==> src/rtl/game_data_holder_if.sv <==
// Game-state bus between input conditioning, the round controller and the display path.
// The master drives the pulses and levels; the slave returns score, time and status.
interface game_data_holder_if;
    localparam int unsigned SCORE_W = 14;
    localparam int unsigned TIME_W  = 9;
    localparam int unsigned PTS_W   = 4;

    logic               start;
    logic               pause;
    logic               hit;
    logic [PTS_W-1:0]   hit_pts;
    logic               penalty;
    logic [SCORE_W-1:0] score;
    logic [TIME_W-1:0]  g_time;
    logic               running;
    logic               game_over;
    logic               tick_1hz;
    logic [SCORE_W-1:0] hi_score;

    modport master (
        output start, pause, hit, hit_pts, penalty,
        input  score, g_time, running, game_over, tick_1hz, hi_score
    );

    modport slave (
        input  start, pause, hit, hit_pts, penalty,
        output score, g_time, running, game_over, tick_1hz, hi_score
    );
endinterface

==> src/rtl/game_data_holder.sv <==
// Round controller: IDLE/RUN/PAUSE/OVER FSM, saturating score and 1 s countdown.
// Define HIGH_SCORE_EN to build the best-score register; otherwise hi_score is tied to 0.
module game_data_holder #(
    parameter int unsigned CLK_HZ       = 100000000,
    parameter int unsigned GAME_SECONDS = 300,
    parameter int unsigned SCORE_MAX    = 9999,
    parameter int unsigned PENALTY_PTS  = 5
) (
    input  logic              clk,
    input  logic              rst_n,
    game_data_holder_if.slave gd
);

    localparam int unsigned SCORE_W = 14;
    localparam int unsigned TIME_W  = 9;
    localparam int unsigned SUM_W   = 15;
    localparam int unsigned PRE_W   = (CLK_HZ > 1) ? $clog2(CLK_HZ) : 1;

    localparam logic [PRE_W-1:0]   PRE_TERM  = PRE_W'(CLK_HZ - 1);
    localparam logic [TIME_W-1:0]  TIME_INIT = TIME_W'(GAME_SECONDS);
    localparam logic [SCORE_W-1:0] SCORE_TOP = SCORE_W'(SCORE_MAX);

    typedef enum logic [1:0] {
        S_IDLE  = 2'd0,
        S_RUN   = 2'd1,
        S_PAUSE = 2'd2,
        S_OVER  = 2'd3
    } state_t;

    state_t             state_q, state_d;
    logic [PRE_W-1:0]   pre_q, pre_d;
    logic [SCORE_W-1:0] score_q, score_d;
    logic [TIME_W-1:0]  time_q, time_d;
    logic               tick_q, tick_d;
    logic               running_q, game_over_q;

    logic [SUM_W-1:0]        add_c, sub_c;
    logic signed [SUM_W-1:0] sum_c;
    logic [SCORE_W-1:0]      score_upd_c;

    // Net hit/penalty result, clamped to [0, SCORE_MAX].
    always_comb begin
        add_c = '0;
        sub_c = '0;
        if (gd.hit)     add_c = SUM_W'(gd.hit_pts);
        if (gd.penalty) sub_c = SUM_W'(PENALTY_PTS);
        sum_c = $signed({1'b0, score_q}) + $signed(add_c) - $signed(sub_c);
        if (sum_c[SUM_W-1])
            score_upd_c = '0;
        else if (sum_c > $signed(SUM_W'(SCORE_MAX)))
            score_upd_c = SCORE_TOP;
        else
            score_upd_c = sum_c[SCORE_W-1:0];
    end

    // Next-state and next-value logic for the round.
    always_comb begin
        state_d = state_q;
        pre_d   = pre_q;
        score_d = score_q;
        time_d  = time_q;
        tick_d  = 1'b0;
        case (state_q)
            S_IDLE, S_OVER: begin
                if (gd.start) begin
                    state_d = S_RUN;
                    score_d = '0;
                    time_d  = TIME_INIT;
                    pre_d   = '0;
                end
            end
            S_RUN: begin
                if (gd.pause) begin
                    state_d = S_PAUSE;
                end else begin
                    score_d = score_upd_c;
                    if (pre_q == PRE_TERM) begin
                        pre_d  = '0;
                        tick_d = 1'b1;
                        if (time_q != '0)
                            time_d = time_q - TIME_W'(1);
                        // Final second elapsed: score from this cycle still counts.
                        if (time_q <= TIME_W'(1))
                            state_d = S_OVER;
                    end else begin
                        pre_d = pre_q + PRE_W'(1);
                    end
                end
            end
            S_PAUSE: begin
                if (!gd.pause)
                    state_d = S_RUN;
            end
            default: state_d = S_IDLE;
        endcase
    end

    always_ff @(posedge clk or negedge rst_n) begin
        if (!rst_n) begin
            state_q     <= S_IDLE;
            pre_q       <= '0;
            score_q     <= '0;
            time_q      <= TIME_INIT;
            tick_q      <= 1'b0;
            running_q   <= 1'b0;
            game_over_q <= 1'b0;
        end else begin
            state_q     <= state_d;
            pre_q       <= pre_d;
            score_q     <= score_d;
            time_q      <= time_d;
            tick_q      <= tick_d;
            running_q   <= (state_d == S_RUN);
            game_over_q <= (state_d == S_OVER);
        end
    end

`ifdef HIGH_SCORE_EN
    logic [SCORE_W-1:0] hi_q;

    // Capture the final score on the RUN->OVER transition; survives start.
    always_ff @(posedge clk or negedge rst_n) begin
        if (!rst_n)
            hi_q <= '0;
        else if (state_q == S_RUN && state_d == S_OVER && score_d > hi_q)
            hi_q <= score_d;
    end

    assign gd.hi_score = hi_q;
`else
    assign gd.hi_score = '0;
`endif

    assign gd.score     = score_q;
    assign gd.g_time    = time_q;
    assign gd.running   = running_q;
    assign gd.game_over = game_over_q;
    assign gd.tick_1hz  = tick_q;

endmodule

==> src/flat_wrapper.sv <==
// flat-port wrapper written by rule: the top's interface ports become plain ports
module game_data_holder_flat 
#(
    parameter int unsigned CLK_HZ       = 100000000,
    parameter int unsigned GAME_SECONDS = 300,
    parameter int unsigned SCORE_MAX    = 9999,
    parameter int unsigned PENALTY_PTS  = 5
)
  (clk, rst_n, gd_start, gd_pause, gd_hit, gd_hit_pts, gd_penalty, gd_score, gd_g_time, gd_running, gd_game_over, gd_tick_1hz, gd_hi_score);
  game_data_holder_if gd_i ();
  input  logic clk;
  input  logic rst_n;
  input wire logic [$bits(gd_i.start)-1:0] gd_start;
  input wire logic [$bits(gd_i.pause)-1:0] gd_pause;
  input wire logic [$bits(gd_i.hit)-1:0] gd_hit;
  input wire logic [$bits(gd_i.hit_pts)-1:0] gd_hit_pts;
  input wire logic [$bits(gd_i.penalty)-1:0] gd_penalty;
  output wire logic [$bits(gd_i.score)-1:0] gd_score;
  output wire logic [$bits(gd_i.g_time)-1:0] gd_g_time;
  output wire logic [$bits(gd_i.running)-1:0] gd_running;
  output wire logic [$bits(gd_i.game_over)-1:0] gd_game_over;
  output wire logic [$bits(gd_i.tick_1hz)-1:0] gd_tick_1hz;
  output wire logic [$bits(gd_i.hi_score)-1:0] gd_hi_score;
  assign gd_i.start = gd_start;
  assign gd_i.pause = gd_pause;
  assign gd_i.hit = gd_hit;
  assign gd_i.hit_pts = gd_hit_pts;
  assign gd_i.penalty = gd_penalty;
  assign gd_score = gd_i.score;
  assign gd_g_time = gd_i.g_time;
  assign gd_running = gd_i.running;
  assign gd_game_over = gd_i.game_over;
  assign gd_tick_1hz = gd_i.tick_1hz;
  assign gd_hi_score = gd_i.hi_score;
  game_data_holder #(.CLK_HZ(CLK_HZ), .GAME_SECONDS(GAME_SECONDS), .SCORE_MAX(SCORE_MAX), .PENALTY_PTS(PENALTY_PTS)) u_core (.clk(clk), .rst_n(rst_n), .gd(gd_i));
endmodule
==> config.mk <==
export PLATFORM = sky130hd
export DESIGN_NAME = game_data_holder_flat
export DESIGN_NICKNAME = d
export VERILOG_FILES = /design/src/rtl/game_data_holder_if.sv /design/src/rtl/game_data_holder.sv /design/src/flat_wrapper.sv
export SDC_FILE = /design/constraint.sdc
export NUM_CORES = 1
export LEC_CHECK = 0
export ABC_AREA = 1
export CORE_AREA = 2 2 138 140
export DETAILED_ROUTE_END_ITERATION = 10
export DIE_AREA = 0 0 140 142
export GPL_TIMING_DRIVEN = 0
export PLACE_DENSITY = 0.46
export REMOVE_ABC_BUFFERS = 1
export SYNTH_ARGS = -nofsm -noshare
export SYNTH_HDL_FRONTEND = slang
export SYNTH_SLANG_ARGS = --single-unit
==> constraint.sdc <==
create_clock -name clk -period 7.55 [get_ports clk]
set_input_delay 1.1325 -clock clk [delete_from_list [all_inputs] [get_ports clk]]
set_output_delay 1.1325 -clock clk [all_outputs]
set_load 0.02 [all_outputs]
==> results of run 1 <==
-- cell usage in the layout (no fill, tap or decap), types with 2 or more instances in the layout --
cell / count
a21oi_1: 13
a21oi_2: 3
bufinv_16: 2
clkbuf_16: 5
clkdlybuf4s50_1: 34
conb_1: 14
dfrtp_1: 51
dfstp_2: 4
fa_1: 2
ha_1: 22
inv_1: 88
inv_2: 4
nand2_1: 178
nand2_2: 8
nand3_1: 41
nand3_2: 2
nand4_1: 20
nor2_1: 64
nor2_2: 6
nor3_1: 15
nor3_2: 3
nor4_1: 6
nor4_2: 2
o21a_1: 2
o21ai_0: 11
o21ai_1: 3
or2_2: 2
xnor2_1: 2
xor2_1: 16
-- per-stage QoR --
step,area (sq um),total power (W),hold WS (ps),util [%],std cells
floorplan,4040,0.00113,477,-,592
detailed placement,4700,0.00141,490,25.4,862
finish,4880,0.00170,498,26.5,870
global route,4880,0.00187,536,26.5,870
CTS,4880,0.00172,504,26.5,870
global placement,4680,0.00142,486,25.4,861
-- registers in the layout, summed over array words and instances (netlist names) --
register,count
u_core.gd.g_time,9
u_core.gd.game_over,1
u_core.gd.running,1
u_core.gd.score,14
u_core.gd.tick_1hz,1
u_core.pre_q,27
u_core.state_q,2
-- kinds of logic (layout without fill, tap and decap cells) --
group,after synthesis,in the layout,synth area share [%]
buffers and inverters,115,136,12.1
AND/OR/NAND/NOR,351,351,37.6
XOR/XNOR,18,18,3.80
AO/OA/AOI/OAI,38,38,5.49
flip-flops,55,55,33.3
adder cells (fa/ha/maj),24,24,7.60
other,1,14,0.0904
-- layer usage --
metal / up-vias / share of wire (%) / track usage (%)
li1: 1940 / - / -
met1: 1658 / 52 / 15.3
met2: 49 / 44 / 17.7
met3: 7 / 2.4 / 1.21
met4: 0 / 0.93 / 2.13
met5: - / 0 / 0
-- worst max path at each step --
stage | start | end | slack [ps] | depth (start not counted)
2_1_floorplan | gd_penalty | u_core.gd.score[11] | 4350 | 16
3_3_place_gp | gd_pause | u_core.pre_q[12] | 2920 | 10
3_5_place_dp | gd_pause | u_core.pre_q[12] | 2980 | 10
4_1_cts | gd_pause | u_core.pre_q[12] | 3270 | 10
5_1_grt | gd_pause | u_core.pre_q[12] | 2950 | 10
6_report | gd_pause | u_core.pre_q[12] | 3380 | 10
-- worst max-delay path: cells and delay by family --
kind | cells | cell delay [ps]
buf+inv | 4 | 1480
simple gates | 4 | 1430
compound gates | 2 | 340
-- layout make-up --
type	instances	share of cell area [%]
clock inverters	2	1.23
flip-flops and latches	55	28.3
multi-input cells	445	47.3
repair buffers	36	7.48
clock buffers	6	2.64
inverters	92	7.07
well taps	234	5.99
-- power groups by stage --
stage	clock, W	sequential (W)	combinational, W
after global routing	0.000318	0.000426	0.00113
after floorplan	0	0.000457	0.000671
final	0.000296	0.000415	0.000985
after CTS	0.000307	0.000417	0.00100
after detailed placement	0	0.000422	0.000992
after global placement	0	0.000423	0.000999
==> reports/metrics.yaml, run 1 <==
die_h_um: 142
io_buffers: 35
crit_top_cell: "inv_1"
fin_skew_ps: 2.98
clk_latency_ps: 290
die_w_um: 140
synth_edf_count: 0
p_int_w: 0.000895
holdPathStages: 2
first_pass_iters: 9
worstHoldStart: "u_core.gd.g_time[5]"
slowest_delay_ps: 790
dr_total_vias: 3654
p_sw_share_pct: 47.2
yosys_warnings: 0
cts_tree: "yes"
synthCells: 602
place_congestion: 0.787
worst_path_max_delay_cell: "nor2_2"
io_pins: 50
grt_pass1_wl_um: 17800
syn_area_sq_um: 4150
synth.area.top_cells: "dfrtp_1, nand2_1, inv_1"
cp-end-kind: "flop"
cp_max_fo: 23
cts_htree_levels: 2
path_cells: "clkdlybuf4s50_1 -> inv_1 -> nand2_1 -> nor2_1 -> nor2_2 -> inv_1 -> nand2_2 -> inv_1 -> a21oi_1 -> o21a_1"
tightest_slew_ps: 1040
arrival_ps: 4400
root_buffer: "clkbuf_16"
worstReg2RegEnd: "u_core.pre_q[12]"
p_clk_share_pct: 17.5
r2r_slack_ps: 3630
synth_top_area_share_pct: 30.8
worst_slack_ps: 3380
coreArea_sq_um: 18500
finalMaxSlewViolations: 0
clock_path_buffers: 2
drt_wl_total_um: 10100
synth.distinct_cells: 40
cts_setup_buffers: 0
synthTopCellsByCount: "nand2_1, inv_1, nor2_1"
regArea_sq_um: 1380
leakage_nw: 2.41
grt_usage_pct: 10.7
relSlewSlack_pct: 30.3
grt_max_degree: 33
powerDensity_nw_per_um2: 347
drc_errors: 4
hold_buffers: 0
power.switching_w: 0.000802
yosysMostFrequentCell: "nand2_1"
die_area_sq_um: 19900
ys_ff_latch: 55
cts.sinks: 55
path_class: "in2reg"
first_global_vias: 3645
start_kind: "input port"
initial_utilization_pct: 22.5
multi_input_area_sq_um: 2310
rsz0062_at_grt: "false"
ys_async_sr_fraction_pct: 100
via_per_inst: 4.20
n_fill_cell: 2048
fin_crit_sh_pct: 55.3
combPwrFrac_pct: 58.1
min_path_type: "reg2reg"
clkTransAtPathRegs_ps: 70
final_layout_size_suffix_gt1_share_pct: 7.08
row_count: 50
reg2regPathDepth: 11
postCtsResizedCells: 0
critPathRequiredTime_ps: 7780
drt_iter0_drc: 177
syn_to_final_growth_pct: 17.8
cts_inserted_buffers: 5
power_frac_seq_pct: 24.5
min_to: "u_core.gd.g_time[5]"
overflow: 0
status: "finished with violations"
r2r_start: "u_core.state_q[1]"
setup_viol: 0
cap_violations: 0
yosysTopAreaCell: "dfrtp_1"
antenna_cells: 0
setup_tns_ps: 0
nNetsFinal: 669
drtAntennaViolNets: 0
dp.final_hpwl_um: 7920
syn_area_per_cell_sq_um: 6.89
antenna_found_initial: 0
place_ws_ps: 2980
hold_viol: 0
violations: "DRC"
fmax_mhz: 240
period_minus_slack_ps: 4170
routedWlPerCell_um: 11.6
ys_seq_area_share_pct: 33.3
ir_drop_uv: 199
ys.flop_type: "dfrtp_1"
Note: power is estimated with default switching activity, not from simulation.
==> run 2, diff against run 1 <==
==> constraint.sdc (replaced) <==
create_clock -name clk -period 4.1 [get_ports clk]
set_input_delay 0.615 -clock clk [delete_from_list [all_inputs] [get_ports clk]]
set_output_delay 0.615 -clock clk [all_outputs]
set_load 0.02 [all_outputs]
==> run 2 against run 1 <==
Compared with the run above:
- the flow still finishes with violations (DRC)
- clock-buffer cell count unchanged
- combinational power up 84%
- die area did not move
- clock skew is essentially flat
- critical path depth is 1 higher
- worst setup slack got worse by 2700 ps
- cell count stayed put
- largest cell class unchanged
- largest power group unchanged
==> reports/metrics.yaml, run 2 (synthesis gave the netlist of run 1 again) <==
min_path_type: "in2async"
cp-end-kind: "flop"
start_kind: "flop"
dpl_cell_area_sq_um: 4700
slowest_delay_ps: 480
routedWlPerCell_um: 11.6
first_global_vias: 3645
power.switching_w: 0.00147
die_area_sq_um: 19900
p_sw_share_pct: 47.1
power_frac_seq_pct: 24.5
final_common_cell: "nand2_1"
drc_errors: 4
cap_violations: 0
fin_skew_ps: 3.04
cts_htree_levels: 2
die_w_um: 140
final_layout_size_suffix_gt1_share_pct: 7.08
relSlewSlack_pct: 59.8
arrival_ps: 3630
place_congestion: 0.787
antenna_cells: 0
largest_reg_flops: 27
drt_iter0_drc: 174
io_buffers: 35
finalMaxSlewViolations: 0
drtAntennaViolNets: 0
cts_tree: "yes"
io_pins: 50
setup_viol: 0
p_clk_share_pct: 17.5
critPathBufInv: 4
path_cells: "inv_1 -> ha_1 -> inv_1 -> nand2_1 -> nor2_1 -> nor2_4 -> inv_1 -> nand2_2 -> inv_1 -> a21oi_1 -> o21a_1"
overflow: 0
clock_path_buffers: 2
rsz0062_at_grt: "false"
drt_wl_total_um: 10100
finalInstanceArea_sq_um: 4890
crit_family: "simple AND/OR/NAND/NOR gates"
fmax_mhz: 294
cts_inserted_buffers: 5
syn_to_final_growth_pct: 17.9
powerDensity_nw_per_um2: 638
worst_slack_ps: 695
path_class: "reg2reg"
combPwrFrac_pct: 58.0
root_buffer: "clkbuf_16"
dp.final_hpwl_um: 7920
leakage_nw: 2.41
row_count: 50
top_usage_layer: "met2"
use_met2_pct: 17.7
clk_latency_ps: 290
nNetsFinal: 669
cp_max_fo: 23
clkTransAtPathRegs_ps: 70
grt_max_degree: 33
violations: "DRC"
period_minus_slack_ps: 3400
critPathRequiredTime_ps: 4330
die_h_um: 142
tightest_slew_ps: 604
via_per_inst: 4.20
use_met1_pct: 15.3
hold_viol: 0
worst_path_max_delay_cell: "ha_1"
coreArea_sq_um: 18500
cts.sinks: 55
regMostFlops: "u_core.pre_q"
ir_drop_uv: 366
use_met3_pct: 1.21
final_cell_mix: "nand2_1, inv_1, nor2_1, dfrtp_1, nand3_1"
place_ws_ps: 50.2
grt_pass1_wl_um: 17800
status: "finished with violations"
grt_usage_pct: 10.7
crit_top_cell: "inv_1"
dr_total_vias: 3651
initial_utilization_pct: 22.5
cts_setup_buffers: 0
antenna_found_initial: 0
fin_crit_sh_pct: 83.0
first_pass_iters: 7
p_int_w: 0.00165
[run 2: cell counts in the layout (fill, tap and decap cells not counted)]
No cell type changed its count.
[run 2: power groups by stage]
| stage | Combinational (W) | Clock, W | Sequential (W) |
|---|---|---|---|
| 2_1_floorplan | 0.00124 | 0 | 0.000842 |
| 3_3_place_gp | 0.00184 | 0 | 0.000779 |
| 3_5_place_dp | 0.00183 | 0 | 0.000778 |
| 4_1_cts | 0.00184 | 0.000566 | 0.000769 |
| 5_1_grt | 0.00208 | 0.000585 | 0.000785 |
| 6_report | 0.00181 | 0.000546 | 0.000765 |
[run 2: worst paths after layout]
path / start / endpoint / slack [ps] / cells past startpoint
min in group clk: u_core.gd.g_time[5] / u_core.gd.g_time[5] / 500 / 2
min reg2reg: u_core.gd.g_time[5] / u_core.gd.g_time[5] / 500 / 2
min: rst_n / u_core.state_q[0] / 330 / 1
max reg2reg: u_core.state_q[1] / u_core.pre_q[12] / 700 / 11
max: u_core.state_q[1] / u_core.pre_q[12] / 700 / 11
max in group asynchronous: rst_n / u_core.gd.score[9] / 3190 / 2
[run 2: area by class of cell]
cell class | instances | area (sq um)
well taps | 234 | 293
fillers | 2048 | 13600
repair buffers | 36 | 365
flip-flops and latches | 55 | 1380
inverters | 92 | 345
clock inverters | 2 | 60.1
clock buffers | 6 | 129
multi-input cells | 445 | 2320
[run 2: layer usage]
metal | wire (um) | vias up
met5 | 0 | -
li1 | - | 1939
met3 | 252 | 4
met1 | 5240 | 1657
met4 | 70 | 0
met2 | 4520 | 51
[run 2: repair_timing]
item | in CTS | in global routing
resized for setup | 0 | 1
endpoints found under the hold margin | 0 | 0
endpoints found under the setup margin | 0 | 15
hold buffers | 0 | 0
[run 2: metrics by stage]
stage	hold slack (ps)	total power, W	instances	TNS (ps)	util (%)
after floorplan	319	0.00208	592	0	-
after global placement	486	0.00262	861	-16.0	25.4
after detailed placement	490	0.00260	862	0	25.4
after CTS	341	0.00318	870	0	26.5
after global routing	366	0.00345	870	0	26.5
final	327	0.00312	870	0	26.5
==> run 3, diff against run 2 <==
--- a/config.mk
+++ b/config.mk
@@ -10,7 +10,7 @@
 export DETAILED_ROUTE_END_ITERATION = 10
 export DIE_AREA = 0 0 140 142
 export GPL_TIMING_DRIVEN = 0
-export PLACE_DENSITY = 0.46
+export PLACE_DENSITY = 0.47
 export REMOVE_ABC_BUFFERS = 1
 export SYNTH_ARGS = -nofsm -noshare
 export SYNTH_HDL_FRONTEND = slang
==> constraint.sdc (replaced) <==
create_clock -name clk -period 2.82 [get_ports clk]
set_input_delay 0.423 -clock clk [delete_from_list [all_inputs] [get_ports clk]]
set_output_delay 0.423 -clock clk [all_outputs]
set_load 0.02 [all_outputs]
==> run 3 against run 2 <==
Compared with the run above:
- the run still ends with DRC left
- clock-buffer cell count stayed put
- cell count is 1.3% higher
- clock power is 26% higher
- flip-flop and latch count stayed put
- non-clock buffer count is 9 higher
- global-route usage is 0.88 points higher
- register-to-register slack worse by 530 ps
- die area stayed put
- worst setup slack worse by 530 ps
- largest cell class unchanged
==> reports/metrics.yaml, run 3 (synthesis gave the netlist of run 1 again) <==
drc_errors: 1
tightest_slew_ps: 693
clk_latency_ps: 310
die_h_um: 142
place_congestion: 0.808
final_common_cell: "nand2_1"
via_per_inst: 4.30
nNetsFinal: 680
critPathRequiredTime_ps: 3060
die_w_um: 140
power_w: 0.00523
dr_total_vias: 3792
setup_viol: 0
grt_max_degree: 31
fin_crit_sh_pct: 94.2
fmax_mhz: 376
cts.sinks: 55
root_buffer: "clkbuf_16"
final_layout_size_suffix_gt1_share_pct: 14.5
cts_inserted_buffers: 5
cap_violations: 0
regArea_sq_um: 1380
clkTransAtPathRegs_ps: 80
violations: "DRC"
relSlewSlack_pct: 53.8
place_inst: 862
leakage_nw: 2.50
final_cell_mix: "nand2_1, inv_1, nor2_1, dfrtp_1, nand3_1"
coreArea_sq_um: 18500
initial_utilization_pct: 22.5
die_area_sq_um: 19900
period_minus_slack_ps: 2660
drtAntennaViolNets: 0
final_core_util_pct: 28.1
powerDensity_nw_per_um2: 1010
antenna_found_initial: 0
regMostFlops: "u_core.pre_q"
multi_input_area_sq_um: 2540
cp-end-kind: "flop"
final_cells: 881
syn_to_final_growth_pct: 25.2
io_buffers: 35
clock_path_buffers: 2
first_pass_iters: 9
drt_wl_total_um: 10900
first_global_vias: 3774
finalInstanceArea_sq_um: 5190
cts_tree: "yes"
cp_max_fo: 7
path_class: "reg2reg"
dpl_cell_area_sq_um: 4700
min_path_type: "in2async"
arrival_ps: 2900
hold_viol: 0
hold_buffers: 0
ir_drop_uv: 461
io_pins: 50
fin_skew_ps: 10.1
fin_hold_ws_ps: 153
row_count: 50
cts_htree_levels: 2
overflow: 0
drt_iter0_drc: 206
routedWlPerCell_um: 12.4
start_kind: "flop"
finalMaxSlewViolations: 0
antenna_cells: 0
grt_usage_pct: 11.6
largest_reg_flops: 27
status: "finished with violations"
n_fill_cell: 2044
dp.final_hpwl_um: 7790
grt_pass1_wl_um: 18600
-- run 3: worst paths after layout --
path / from / end / slack, ps / cells past startpoint
max: u_core.gd.score[0] / u_core.gd.score[0] / 160 / 18
min: rst_n / u_core.gd.running / 150 / 1
max reg2reg: u_core.gd.score[0] / u_core.gd.score[0] / 160 / 18
min reg2reg: u_core.gd.g_time[3] / u_core.gd.g_time[3] / 500 / 2
max in group asynchronous: rst_n / u_core.gd.g_time[3] / 1990 / 2
min in group clk: u_core.gd.g_time[3] / u_core.gd.g_time[3] / 500 / 2
-- run 3: cell type report --
cell class                 count  share of cell area (%)
clock inverter                 2                   0.386
tap                          234                    5.64
multi-input combinational    447                    49.0
inverter                      92                    6.80
timing repair buffer          45                    8.89
sequential                    55                    26.6
clock buffer                   6                    2.68
-- run 3: through the flow --
step / TNS (ps) / setup WS, ps
floorplan: 0 / 206
global placement: -78700 / -1340
detailed placement: -43710 / -1330
CTS: 0 / 23.5
global route: -25.8 / -12.8
finish: 0 / 163
-- run 3: power breakdown --
group / total (W) / switching (W) / internal (W)
logic: 0.00343 / 0.00211 / 0.00132
registers: 0.00112 / 0.000161 / 0.000956
clock network: 0.000687 / 0.000324 / 0.000363
-- run 3: per-layer routing --
| metal | up-vias | track usage, % | routed length (um) |
|---|---|---|---|
| met4 | 0 | 3.62 | 147 |
| li1 | 1961 | - | - |
| met2 | 66 | 20.2 | 5250 |
| met1 | 1758 | 15.2 | 5140 |
| met5 | - | 0 | 0 |
| met3 | 7 | 1.35 | 386 |
-- run 3: critical path, cell delays in order (launching register included) --
cell,delay [ps]
dfrtp_1,370
inv_1,70
ha_1,300
inv_2,70
ha_4,150
inv_1,50
fa_2,360
inv_2,80
nand3_1,80
nand3_2,110
nand3_1,80
nand2_1,80
xor2_1,210
nand3_2,130
nand2_4,140
nand2_8,100
nand2_2,80
nand2_1,50
nand2_1,50
-- run 3: what timing repair did --
item	4_1_cts	5_1_grt
endpoints found under the hold margin	0	0
setup buffers	5	4
setup endpoints to repair	50	18
pin swaps	7	22
resized for setup	22	35
cloned	2	0
